File: src/rtl/pll_lock_sequencer.sv
// pll_lock_sequencer: bring-up and health controller for one SB_PLL40_CORE.
// Holds the PLL in reset, waits for a synchronised and debounced LOCK,
// raises clk_ready, and retries on timeout or lock loss until the retry
// budget is spent. Runs entirely in the REFERENCECLK domain.
// Build option: define PLL_BYPASS_FALLBACK_EN to let FAULT release the PLL
// from reset with BYPASS=1 so the reference clock is passed through.
//
// state     | meaning
// ----------+----------------------------------------------------------
// IDLE      | enable low; PLL held in reset
// RST_HOLD  | PLL RESETB held low for RESET_CYCLES cycles
// WAIT_LOCK | RESETB released, waiting for lock_s (bounded by LOCK_TIMEOUT)
// STABLE    | lock_s high, counting towards LOCK_STABLE consecutive cycles
// RUNNING   | clk_ready asserted; lock loss is a failure
// FAULT     | retry budget exhausted; waits for relock_req or enable low

module pll_lock_sequencer #(
    parameter int RESET_CYCLES = 16,
    parameter int LOCK_TIMEOUT = 4096,
    parameter int LOCK_STABLE  = 256,
    parameter int MAX_RETRIES  = 3,
    localparam int RW          = $clog2(MAX_RETRIES + 2)
) (
    input  logic          REFERENCECLK,
    input  logic          RESET,
    input  logic          enable,
    input  logic          relock_req,
    input  logic          pll_lock,
    output logic          pll_resetb,
    output logic          pll_bypass,
    output logic          clk_ready,
    output logic          fault,
    output logic [RW-1:0] retry_count,
    output logic [2:0]    state_dbg
);

    localparam int CNT_MAX_A = (RESET_CYCLES > LOCK_TIMEOUT) ? RESET_CYCLES : LOCK_TIMEOUT;
    localparam int CNT_MAX   = (CNT_MAX_A > LOCK_STABLE) ? CNT_MAX_A : LOCK_STABLE;
    localparam int CNT_W     = $clog2(CNT_MAX + 1);

`ifdef PLL_BYPASS_FALLBACK_EN
    localparam logic FALLBACK = 1'b1;
`else
    localparam logic FALLBACK = 1'b0;
`endif

    typedef enum logic [2:0] {
        S_IDLE      = 3'd0,
        S_RST_HOLD  = 3'd1,
        S_WAIT_LOCK = 3'd2,
        S_STABLE    = 3'd3,
        S_RUNNING   = 3'd4,
        S_FAULT     = 3'd5
    } state_t;

    state_t           r_state;
    logic [CNT_W-1:0] r_cnt;
    logic [RW-1:0]    r_retry;
    logic             r_resetb;
    logic             r_bypass;
    logic             r_ready;
    logic             r_fault;
    logic             r_lock_meta;
    logic             r_lock_s;
    logic             w_relock;
    logic             w_fail;

    // relock_req only matters once the PLL has been up or has given up
    assign w_relock = relock_req && (r_state == S_RUNNING || r_state == S_FAULT);

    // A timeout only fails if lock_s is still low on the last cycle; lock wins ties
    assign w_fail = ((r_state == S_WAIT_LOCK) && !r_lock_s &&
                     (r_cnt == CNT_W'(LOCK_TIMEOUT - 1))) ||
                    ((r_state == S_RUNNING) && !r_lock_s);

    // Two-flop synchroniser for the asynchronous LOCK pin
    always_ff @(posedge REFERENCECLK) begin
        if (!RESET) begin
            r_lock_meta <= 1'b0;
            r_lock_s    <= 1'b0;
        end else begin
            r_lock_meta <= pll_lock;
            r_lock_s    <= r_lock_meta;
        end
    end

    // Sequencer FSM with registered PLL controls and status
    always_ff @(posedge REFERENCECLK) begin
        if (!RESET) begin
            r_state  <= S_IDLE;
            r_cnt    <= '0;
            r_retry  <= '0;
            r_resetb <= 1'b0;
            r_bypass <= 1'b0;
            r_ready  <= 1'b0;
            r_fault  <= 1'b0;
        end else if (!enable) begin
            r_state  <= S_IDLE;
            r_cnt    <= '0;
            r_resetb <= 1'b0;
            r_bypass <= 1'b0;
            r_ready  <= 1'b0;
            r_fault  <= 1'b0;
        end else if (w_relock) begin
            r_state  <= S_RST_HOLD;
            r_cnt    <= '0;
            r_retry  <= '0;
            r_resetb <= 1'b0;
            r_bypass <= 1'b0;
            r_ready  <= 1'b0;
            r_fault  <= 1'b0;
        end else if (w_fail) begin
            r_cnt   <= '0;
            r_ready <= 1'b0;
            if (r_retry < RW'(MAX_RETRIES)) begin
                r_retry  <= r_retry + 1'b1;
                r_state  <= S_RST_HOLD;
                r_resetb <= 1'b0;
            end else begin
                r_retry  <= RW'(MAX_RETRIES + 1);
                r_state  <= S_FAULT;
                r_fault  <= 1'b1;
                r_resetb <= FALLBACK;
                r_bypass <= FALLBACK;
            end
        end else begin
            case (r_state)
                S_IDLE: begin
                    r_state  <= S_RST_HOLD;
                    r_cnt    <= '0;
                    r_resetb <= 1'b0;
                end
                S_RST_HOLD: begin
                    if (r_cnt == CNT_W'(RESET_CYCLES - 1)) begin
                        r_state  <= S_WAIT_LOCK;
                        r_cnt    <= '0;
                        r_resetb <= 1'b1;
                    end else begin
                        r_cnt <= r_cnt + 1'b1;
                    end
                end
                S_WAIT_LOCK: begin
                    if (r_lock_s) begin
                        // the cycle that saw lock_s counts as the first stable cycle
                        if (LOCK_STABLE == 1) begin
                            r_state <= S_RUNNING;
                            r_cnt   <= '0;
                            r_ready <= 1'b1;
                            r_retry <= '0;
                        end else begin
                            r_state <= S_STABLE;
                            r_cnt   <= CNT_W'(1);
                        end
                    end else begin
                        r_cnt <= r_cnt + 1'b1;
                    end
                end
                S_STABLE: begin
                    if (!r_lock_s) begin
                        r_state <= S_WAIT_LOCK;
                        r_cnt   <= '0;
                    end else if (r_cnt == CNT_W'(LOCK_STABLE - 1)) begin
                        r_state <= S_RUNNING;
                        r_cnt   <= '0;
                        r_ready <= 1'b1;
                        r_retry <= '0;
                    end else begin
                        r_cnt <= r_cnt + 1'b1;
                    end
                end
                S_RUNNING: begin
                    r_ready <= 1'b1;
                end
                S_FAULT: begin
                    r_fault <= 1'b1;
                end
                default: begin
                    r_state  <= S_IDLE;
                    r_cnt    <= '0;
                    r_resetb <= 1'b0;
                    r_bypass <= 1'b0;
                    r_ready  <= 1'b0;
                    r_fault  <= 1'b0;
                end
            endcase
        end
    end

    assign pll_resetb  = r_resetb;
    assign pll_bypass  = r_bypass;
    assign clk_ready   = r_ready;
    assign fault       = r_fault;
    assign retry_count = r_retry;
    assign state_dbg   = r_state;

endmodule

File: config.mk
export PLATFORM = sky130hd
export DESIGN_NAME = pll_lock_sequencer
export DESIGN_NICKNAME = d
export VERILOG_FILES = /design/src/rtl/pll_lock_sequencer.sv
export SDC_FILE = /design/constraint.sdc
export NUM_CORES = 1
export LEC_CHECK = 0
export ABC_AREA = 1
export CORE_MARGIN = 2
export CORE_UTILIZATION = 26
export DETAILED_ROUTE_END_ITERATION = 7
export DONT_BUFFER_PORTS = 1
export GPL_TIMING_DRIVEN = 1
export SLEW_MARGIN = 10
export SYNTH_ARGS = -nofsm -noshare
export SYNTH_HDL_FRONTEND = slang
export SYNTH_SLANG_ARGS = --single-unit
File: constraint.sdc
create_clock -name REFERENCECLK -period 2.05 [get_ports REFERENCECLK]
set_input_delay 0.5125 -clock REFERENCECLK [delete_from_list [all_inputs] [get_ports REFERENCECLK]]
set_output_delay 0.5125 -clock REFERENCECLK [all_outputs]
set_load 0.1 [all_outputs]
==> run metrics <==
antenna-violating nets left 0; Sink Count 24; gr usage total 11.5%; Post-synth EDFFs 0; MaxCap Viol Count 0; drt pass-1 iters 4; die height 79.2 um; register clock-pin slew on the reported worst setup and hold paths 0.09 ns; power per cell area 546 nW/um2; P_int 0.000668 W; Cells after Synth 218; core area 5470 um2; Worst Slack Setup Final 0.337 ns; DRC viols 0; leakage power 0.736 nW; distinct cell type count after synthesis 32; top_reg_cell synth dfxtp_1; Switching Fraction 26.5%; nets 236; Num CTS Buffers 3; commonest non-fill, non-tap cells in the layout nand2_1 (49), inv_1 (31), dfxtp_1 (21), nor2_1 (19), a21oi_1 (12); status complete, no violations; Fin. Hold Viols 0; fraction of layout cells with a size suffix above 1 20.2%; CTS Hold Buffers Added 0; Post-Syn Area 1470 um2; setup_tns 0 ns; Worst setup SP type flop; WP data required 2.23 ns; routability cong. 0.835; Worst VDD drop 358 uV; Syn Nets 225; IO buf count 0; initial core utilization 26.9%; Post-synth ARST share 0%; Synth Warn # 0; worst setup path class reg -> reg; I/O pin count 15; worst hold margin 0.326 ns; Place WS 0.368 ns; Skew-Pair Late Insertion Delay 0.27 ns; crit path max fanout 5; Tcrit/Tclk final 83.6%; Fmax 584 MHz; first-pass GRT wire length 5820 um; fin. max-slew vios 0; DP Wirelength 2460 um; Die X 79.2 um; post-synth top area cell dfxtp_1; DRT iter0 DRCs 80; Clock power frac 36.5%; HP Class in -> reg; Overflow after GRT 0; Post-Syn Area per Cell 6.75 um2; RSZ-0062 raised after global routing no; largest net degree at the start of global routing 15; Post-CTS Setup Inserts 0; Arr. time, crit path 1.90 ns; FP Rows 27; P_sw 0.000241 W; initial antenna violation count 0; Routed WL 3230 um; CTS tree built; commonest non-fill, non-tap cell in the layout nand2_1; top cells by area, synth dfxtp_1 (33%), nand2_1 (13%), inv_1 (7.9%); htree depth 1; vias in the first global route 1285; sequential element share of the synthesized area 32.7%; CTS Root Cell clkbuf_8; clk buf depth 2; Area growth syn-to-layout 13.1%; clock skew 0.00496 ns; drt wl/cell 10.8 um; final setup violation count 0; post-CTS sizing 0; FF+latch count, synth 24; Tmin final 1.71 ns; detailed-route via count 1346; Synth top area share 32.7%; die area 6280 um2; combinational power share 10.8%; crit end category flop; Flop pwr share 52.8%; DR vias/cell 4.49; Antenna Cells 0
==> registers in the layout (all words and copies together) (netlist names) <==
register and flops:
state_dbg 3, r_lock_meta 1, r_lock_s 1, r_cnt 13, pll_resetb 1, clk_ready 1
fault 1, retry_count 3
==> power by group through the flow <==
stage / combinational, W / clock [W] / sequential, W
after floorplan: 0.0000599 / 0 / 0.000510
after global placement: 0.0000968 / 0 / 0.000490
after detailed placement: 0.0000972 / 0 / 0.000491
after CTS: 0.0000973 / 0.000345 / 0.000480
after global routing: 0.000108 / 0.000364 / 0.000481
final: 0.0000980 / 0.000331 / 0.000479
==> cell families (layout without fill, tap and decap cells) <==
logic type               Yosys count  count (layout)  synth area share, %
flip-flops                        24              24                 32.7
AND/OR/NAND/NOR                  121             121                 41.2
XOR/XNOR                           5               5                 2.98
AO/OA/AOI/OAI                     25              25                 10.1
buffers and inverters             40              50                 11.1
other                              1               1                0.255
adder cells (fa/ha/maj)            2               2                 1.70
==> layout make-up <==
class                      instances  area [um2]
inverter                          37         139
fill                             609        3810
multi-input combinational        154         828
clock buffer                       4        55.1
sequential                        24         484
tap                               72        90.1
timing repair buffer               9        67.6
==> path summary, 6_finish.rpt <==
| kind | from | depth (start not counted) | end | slack [ns] |
|---|---|---|---|---|
| worst min register to register | r_lock_meta | 2 | r_lock_s | 0.42 |
| worst min-delay path | RESET | 2 | r_lock_s | 0.33 |
| worst max-delay path | r_cnt[0] | 11 | r_cnt[1] | 0.34 |
| worst max register to register | r_cnt[0] | 11 | r_cnt[1] | 0.34 |
==> cell usage after synthesis (all sizes together), types with 2 or more instances <==
library cell / count
xor2: 5
nor2: 26
nand2: 57
o21ai: 6
ha: 2
o31ai: 2
inv: 37
a21oi: 12
nand3: 15
nor3: 10
nand3b: 2
a31oi: 2
dfxtp: 24
nand4: 8
buf: 3
==> through the flow <==
| stage | util, % | area (um2) | power, W | cells |
|---|---|---|---|---|
| floorplan | - | 1480 | 0.000570 | 218 |
| global placement | 29.4 | 1610 | 0.000587 | 296 |
| detailed placement | 29.4 | 1610 | 0.000588 | 296 |
| CTS | 30.4 | 1660 | 0.000922 | 300 |
| global route | 30.4 | 1660 | 0.000953 | 300 |
| finish | 30.4 | 1660 | 0.000909 | 300 |
==> layer usage <==
layer / routed length [um] / GRT usage (%) / up-vias
met2: 1480 / 18.1 / 26
met5: 0 / 0 / -
met4: 27 / 2.76 / 0
met3: 154 / 3.75 / 4
met1: 1570 / 15.3 / 597
li1: - / - / 719
==> worst max-delay path, cell delays in order, from the launching register on <==
cell and delay (ns):
dfxtp_1 0.39, ha_1 0.20, nand3_2 0.13, nor2_2 0.19
nand2_1 0.10, nand3_2 0.10, nand2_1 0.07, or2_4 0.26
nand2_1 0.06, nand2_1 0.04, nand2_1 0.05, inv_1 0.03
Note: power is estimated with default switching activity, not from simulation.
